--- config.mk ---
export PLATFORM = sky130hd
export DESIGN_NAME = tile_spawner
export DESIGN_NICKNAME = d
export VERILOG_FILES = /design/src/rtl/tile_spawner.sv
export SDC_FILE = /design/constraint.sdc
export NUM_CORES = 1
export LEC_CHECK = 0
export ABC_AREA = 1
export CAP_MARGIN = 20
export CORE_MARGIN = 2
export CORE_UTILIZATION = 60
export CTS_CLUSTER_SIZE = 40
export DETAILED_ROUTE_END_ITERATION = 12
export PLACE_DENSITY = 0.86
export SLEW_MARGIN = 20
export SYNTH_ARGS = -nofsm -noshare
export SYNTH_HDL_FRONTEND = slang
export SYNTH_SLANG_ARGS = --single-unit
export TNS_END_PERCENT = 20
--- constraint.sdc ---
create_clock -name clk -period 3.4 [get_ports clk]
set_input_delay 0.85 -clock clk [delete_from_list [all_inputs] [get_ports clk]]
set_output_delay 0.85 -clock clk [all_outputs]
set_load 0.02 [all_outputs]
--- src/rtl/tile_spawner.sv ---
// tile_spawner: places a new 2/4 tile into a pseudo-random empty cell of the 4x4
// board through its preset port, then confirms the write on the live board state.
module tile_spawner #(
   parameter logic [15:0] LFSR_SEED       = 16'hACE1,
   parameter int          FOUR_THRESH     = 2,
   parameter int          CONFIRM_TIMEOUT = 4
) (
   input  logic        clk,
   input  logic        rst,
   input  logic        spawn_req,
   input  logic        spawn_two,
   input  logic [63:0] total_current_state,
   output logic        preset_ext,
   output logic [3:0]  preset_location,
   output logic [3:0]  value_from_preset,
   output logic        busy,
   output logic        spawn_done,
   output logic        board_full,
   output logic        spawn_error
);

   localparam logic [15:0] SEED     = (LFSR_SEED == 16'h0000) ? 16'hACE1 : LFSR_SEED;
   localparam logic [15:0] TAPS     = 16'hB400;
   localparam int          THRESH_C = (FOUR_THRESH < 0) ? 0 :
                                      ((FOUR_THRESH > 16) ? 16 : FOUR_THRESH);
   localparam logic [4:0]  THRESH   = THRESH_C[4:0];
   // The confirm window is counted from the write strobe, so the error pulse lands
   // CONFIRM_TIMEOUT cycles after the PRESET cycle.
   localparam int          TMO_C    = (CONFIRM_TIMEOUT < 2) ? 0 :
                                      ((CONFIRM_TIMEOUT > 257) ? 255 : CONFIRM_TIMEOUT - 2);
   localparam logic [7:0]  TMO_LAST = TMO_C[7:0];

   typedef enum logic [1:0] {
      S_IDLE,
      S_SCAN,
      S_PRESET,
      S_CONFIRM
   } state_t;

   state_t      state;
   logic [15:0] lfsr;
   logic [63:0] snapshot;
   logic [3:0]  ptr;
   logic [3:0]  scan_cnt;
   logic [3:0]  loc;
   logic [3:0]  val;
   logic [1:0]  pending;
   logic [7:0]  tmo_cnt;

   logic [3:0]  scan_cell;
   logic [3:0]  board_cell;
   logic [3:0]  new_code;

   function automatic logic [15:0] lfsr_next(input logic [15:0] cur);
      lfsr_next = {1'b0, cur[15:1]} ^ (cur[0] ? TAPS : 16'h0000);
   endfunction

   function automatic logic [3:0] cell_at(input logic [63:0] board, input logic [3:0] idx);
      cell_at = board[{idx, 2'b00} +: 4];
   endfunction

   function automatic logic [3:0] tile_code(input logic [3:0] rnd);
      tile_code = ({1'b0, rnd} < THRESH) ? 4'd2 : 4'd1;
   endfunction

   assign scan_cell  = cell_at(snapshot, ptr);
   assign board_cell = cell_at(total_current_state, loc);
   assign new_code   = tile_code(lfsr[11:8]);

   always_ff @(posedge clk) begin
      if (rst) begin
         state             <= S_IDLE;
         lfsr              <= SEED;
         snapshot          <= 64'd0;
         ptr               <= 4'd0;
         scan_cnt          <= 4'd0;
         loc               <= 4'd0;
         val               <= 4'd0;
         pending           <= 2'd0;
         tmo_cnt           <= 8'd0;
         preset_ext        <= 1'b0;
         preset_location   <= 4'd0;
         value_from_preset <= 4'd0;
         busy              <= 1'b0;
         spawn_done        <= 1'b0;
         board_full        <= 1'b0;
         spawn_error       <= 1'b0;
      end else begin
         lfsr              <= lfsr_next(lfsr);
         preset_ext        <= 1'b0;
         preset_location   <= 4'd0;
         value_from_preset <= 4'd0;
         spawn_done        <= 1'b0;
         board_full        <= 1'b0;
         spawn_error       <= 1'b0;

         case (state)
            // busy is still high in the cycle a result pulse is shown, so a request
            // coinciding with the pulse is dropped here and busy clears afterwards.
            S_IDLE: begin
               busy <= 1'b0;
               if (spawn_req && !busy) begin
                  snapshot <= total_current_state;
                  pending  <= spawn_two ? 2'd2 : 2'd1;
                  ptr      <= lfsr[3:0];
                  scan_cnt <= 4'd0;
                  busy     <= 1'b1;
                  state    <= S_SCAN;
               end
            end

            S_SCAN: begin
               if (scan_cell == 4'd0) begin
                  loc               <= ptr;
                  val               <= new_code;
                  preset_ext        <= 1'b1;
                  preset_location   <= ptr;
                  value_from_preset <= new_code;
                  state             <= S_PRESET;
               end else if (scan_cnt != 4'd15) begin
                  ptr      <= ptr + 4'd1;
                  scan_cnt <= scan_cnt + 4'd1;
               end else begin
                  board_full <= 1'b1;
                  pending    <= 2'd0;
                  state      <= S_IDLE;
               end
            end

            // Mark the cell in the snapshot so a second tile skips it.
            S_PRESET: begin
               snapshot[{loc, 2'b00} +: 4] <= val;
               tmo_cnt                     <= 8'd0;
               state                       <= S_CONFIRM;
            end

            S_CONFIRM: begin
               if (board_cell == val) begin
                  if (pending == 2'd1) begin
                     pending    <= 2'd0;
                     spawn_done <= 1'b1;
                     state      <= S_IDLE;
                  end else begin
                     pending  <= pending - 2'd1;
                     ptr      <= lfsr[3:0];
                     scan_cnt <= 4'd0;
                     state    <= S_SCAN;
                  end
               end else if (tmo_cnt == TMO_LAST) begin
                  pending     <= 2'd0;
                  spawn_error <= 1'b1;
                  state       <= S_IDLE;
               end else begin
                  tmo_cnt <= tmo_cnt + 8'd1;
               end
            end

            default: state <= S_IDLE;
         endcase
      end
   end

endmodule
## After elaboration in Yosys (flattened, before gate mapping)

Index checks and enable logic that the tools add are counted.

| cells by class | value |
|---|---|
| magnitude comparators | 1 |
| shifts and indexed selects | 4 |
| reductions and logical operators | 18 |
| mux-type cells | 38 |
| bitwise operators | 5 |
| add/subtract/negate cells | 5 |
| equality and inequality tests | 17 |

Operator list:

| kind | number |
|---|---|
| 64-bit one-hot mux with 2 select lines | 1 |
| 64-bit by 7-bit variable part select with 4-bit output | 2 |
| 64-bit bitwise mux | 1 |
| 64-bit 2-to-1 mux | 1 |
| 4-bit by 8-bit variable shift with 64-bit output (first input constant) | 1 |
| 4-bit by 8-bit variable part select with 64-bit output | 1 |
| 4-bit 2-to-1 mux | 10 |
| 4-bit one-hot mux with 3 select lines | 2 |
| 2-bit 2-to-1 mux | 11 |
| 16-bit 2-to-1 mux | 1 |
| 8-bit 2-to-1 mux | 2 |
| 2-bit inequality test (second input constant) | 8 |
| 8-bit one-hot mux with 2 select lines | 1 |
| 15-bit by 16-bit bitwise XOR with 16-bit output | 1 |
| 3-bit OR reduction | 4 |
| 4-bit by 1-bit adder with 4-bit output (second input constant) | 2 |
| 8-bit by 1-bit adder with 8-bit output (second input constant) | 1 |
| 8-bit by 2-bit equality test with 1-bit output (second input constant) | 1 |
| 6-bit negation with 8-bit output | 1 |
| 2-bit one-hot mux with 4 select lines | 1 |
| 1-bit 2-to-1 mux | 6 |
| 3-bit inequality test (second input constant) | 2 |
| 2-bit one-hot mux with 3 select lines | 1 |
| 3-bit AND reduction | 2 |
| 17 further kinds | 24 |

| word-level totals | value |
|---|---|
| input bits | 68 |
| output and inout bits | 13 |
| register bits | 121 |

## Longest topological paths before layout

| logic depth | value |
|---|---|
| word-level depth | 4 |
| mapped depth | 17 |
| depth with buffers taken out | 16 |

## Worst setup path before layout

OpenSTA, ideal clock, no wires.

| timing | value |
|---|---|
| path type | input to register |
| start point | in total_current_state[60] |
| end point | reg pending[1] |
| data required time | 3.283 ns |
| slack | 1.332 ns |
| buffers on the path | 0 |
| stages on the path | 13 |
| arrival time | 1.951 ns |
| path through | or2_1 nand2_1 nand3_1 nand2_1 nand2_1 nand2_1 nand2_1 nor2_4 nand2_1 nand3_1 nand2_1 nor3_1 nor2_1 |

| on the way | value |
|---|---|
| longest elaborated chain between the ends | 4 |

Ends and longest elaborated chain:

| what | RTL line | source |
|---|---|---|
| start, declared | 12 | `input logic [63:0] total_current_state,` |
| 64-bit by 7-bit variable part select with 4-bit output * | 59 | `cell_at = board[{idx, 2'b00} +: 4];` |
| 4-bit equality test * | 138 | `if (board_cell == val) begin` |
| 3-bit inequality test (no source line) or 2-bit 2-to-1 mux (tied branches) | -- |  |
| 5-bit AND reduction (no source line) or 2-bit one-hot mux with 3 select lines (tied branches) | -- |  |
| end signal, assigned | 104 | `pending <= spawn_two ? 2'd2 : 2'd1;` |
| end signal, assigned | 144 | `pending <= pending - 2'd1;` |
| end, declared | 47 | `logic [1:0] pending;` |

Mark *: on every way between the ends. The rest lies on a longest branch, timed or not.
A chain may end at the register's enable or synchronous reset.

## Worst setup path after layout

| timing | value |
|---|---|
| start point | reg loc[0] |
| end point | reg snapshot[49] |

| on the way | value |
|---|---|
| longest elaborated chain between the ends | 4 |

Ends and longest elaborated chain:

| what | RTL line | source |
|---|---|---|
| start, declared | 45 | `logic [3:0] loc;` |
| start signal, assigned | 114 | `loc <= ptr;` |
| 6-bit negation with 8-bit output * | 132 | `snapshot[{loc, 2'b00} +: 4] <= val;` |
| 4-bit by 8-bit variable part select with 64-bit output or 4-bit by 8-bit variable shift with 64-bit output (tied branches) | 132 |  |
| 64-bit bitwise mux * | 132 |  |
| 64-bit one-hot mux with 2 select lines * | 97 | `case (state)` |
| end signal, assigned | 103 | `snapshot <= total_current_state;` |
| end signal, assigned by index | 132 |  |
| end, declared | 42 | `logic [63:0] snapshot;` |

Marks and branches as above.

==> impl_metrics.toml <==
[yosys]
synth_top_area_share = 0.3837
synth_area_leaders = "dfxtp_1, nand2_1, nor2_1"
netlist_area_um2 = 6105
avgSynthCellArea_um2 = 6.508
yosysWarningCount = 0
postSynthCellCount = 938
ys_types = 40
ys_seq_area_frac = 0.3837
synth_area_leader_cell = "dfxtp_1"
ys_ff_latch = 117

[clock_network]
cts.clk_slew.worst_paths_ns = 0.06
clockBufferDepth = 2
cts_sinks = 117
cts.repair.resized = 0
ctsRootBufferMaster = "clkbuf_8"
cts_tree = "done"
cts_hold_buf = 0
worstSkewPairLatency_ns = 0.53
cts_buffers = 17
cts_setup_buffers = 0
cts-htree-levels = 4

[cells_and_area]
design_area_um2 = 7512
seq_area_um2 = 2342
multi_input_area_um2 = 3133
syn2layout_area_growth_pct = 23.06
final_cell_mix = "nand2_1, nor2_1, dfxtp_1"
nFillCells = 784
drive_above_1_share = 0.07542
final_common_cell = "nand2_1"
final_cells = 1154
diodes = 0
final_nets = 1085

[route]
antenna_left = 0
wl_per_cell_um = 15.43
detail_route.first_pass.iterations = 5
drc = 0
drt-initial-drc-count = 684
drt-vias-per-instance = 5.553
vias = 6408
wirelength_um = 17810

[sta]
min_period_over_period = 0.8442
tightest_slew_ns = 0.8397
fmax_mhz = 348.4
slew_viol_final = 0
fin_tns_setup_ns = 0
finalHoldViolations = 0
skew_ns = 0.005936
finalCriticalPeriod_ns = 2.870
slew_headroom = 0.4402
rsz0062_at_grt = "false"
setup_viol = 0

[setup_path]
cp.arrival_ns = 3.31
r2r-start = "loc[0]"
ff2ff_setup_slack_ns = 0.53
reg2reg_to = "snapshot[49]"
endpoint_kind = "flop"
worstSetupPathType = "flop to flop"
startpoint_type = "flop"
timing.reg2reg.worst_path_depth = 9
crit_required_ns = 3.84
path_max_fanout = 20

[die]
die-area_um2 = 11000
start_util = 0.6217
rows = 36
ioPinCount = 81
die_h_um = 104.9
dieWidth_um = 104.9
coreArea_um2 = 9819

[placement]
dp_cells = 1122
port_buffers = 78
dpl_cell_area_um2 = 6939
place_congestion = 1.030
dp_hpwl_um = 12110

[global_route]
gr-total-overflow = 0
grt_use_total = 0.3361
antenna_found_initial = 0
first_global_vias = 6022
grt_pass1_wl_um = 29390
grt_max_degree = 81

[flow_run]
maxCapViolations = 0

[status]
status = "finished, final reports clean"

[power]
ir_drop_v = 0.0005756
p_total_w = 0.005904
powerDensity_nw_per_um2 = 785.9
power_leakage_nw = 3.203

[hold_path]
min_path_type = "flop to flop"
hold-path-cell-count = 2
min_from = "lfsr[15]"
holdPathEnd = "lfsr[14]"
## final cells by class
cell class / instances / area share
Inverter: 113 / 0.05713
Timing Repair Buffer: 87 / 0.1156
Clock buffer: 17 / 0.05513
Multi-Input combinational cell: 672 / 0.4171
Sequential cell: 117 / 0.3118
Tap cell: 133 / 0.02215
Clock inverter: 15 / 0.02115
## cells by family (layout without fill, tap and decap cells)
kind of cell	count (synthesis)	count (layout)	share of synthesized area
adder cells (fa/ha/maj)	9	9	0.01845
AO/OA/AOI/OAI	123	123	0.1121
XOR/XNOR	7	7	0.01127
flip-flops	117	117	0.3837
AND/OR/NAND/NOR	531	531	0.3702
buffers and inverters	150	232	0.1037
other	1	2	0.0006143
## state kept, by name (all words and copies together), names as in the netlist, 2 cells and up, named ones only
signal and count:
preset_location 4, pending 2, scan_cnt 4, ptr 4, value_from_preset 2, val 2, loc 4, snapshot 64
lfsr 16, tmo_cnt 8
## worst max-delay path, stage by stage, from the launching register on
cell	delay [ns]
dfxtp_1	0.66
inv_2	0.35
ha_1	0.35
xnor2_2	0.31
inv_2	0.15
nor3_2	0.32
nand2_1	0.14
o22ai_1	0.21
nor2_1	0.08
a211oi_1	0.19
## worst max-delay path by stage
stage / end / cells after the start / from
3_5_place_dp: tmo_cnt[6] / 14 / total_current_state[40]
4_1_cts: snapshot[49] / 9 / loc[0]
2_1_floorplan: pending[1] / 13 / total_current_state[60]
3_3_place_gp: tmo_cnt[6] / 14 / total_current_state[36]
5_1_grt: snapshot[49] / 9 / loc[0]
6_report: snapshot[49] / 9 / loc[0]
## metal layers
| layer | vias to the layer above | routed length (um) | GRT usage |
|---|---|---|---|
| met5 | - | 0 | 0 |
| met4 | 0 | 612 | 0.1648 |
| met3 | 57 | 1773 | 0.08734 |
| met2 | 355 | 7838 | 0.5060 |
| met1 | 2862 | 7581 | 0.4471 |
| li1 | 3134 | - | - |
## synth_stat cells (all sizes together)
master    n
nand2   251
nor2    159
dfxtp   117
inv     112
nand3    80
a21oi    52
o21ai    34
a31oi    22
clkbuf   20
buf      17
nand3b   12
nor3     11
nand4    10
ha        9
o22ai     9
or2       6
a211oi    4
xor2      4
xnor2     3
a22oi     2
and3      1
clkinv    1
conb      1
nor4      1
## power by group
group / internal [W] / switching, W
logic: 0.000758 / 0.00150
clock network: 0.00100 / 0.000742
registers: 0.00168 / 0.000226
total: 0.00344 / 0.00247
## through the flow
stage | worst slack, ns | utilization | hold WS (ns)
after floorplan | 1.332 | - | 0.3883
after global placement | 0.5577 | 0.7067 | 0.3921
after detailed placement | 0.5358 | 0.7067 | 0.3967
after CTS | 0.6409 | 0.7650 | 0.4102
after global routing | 0.3838 | 0.7650 | 0.4193
final | 0.5298 | 0.7650 | 0.4074
No activity file was read; power rests on OpenSTA's default activity.
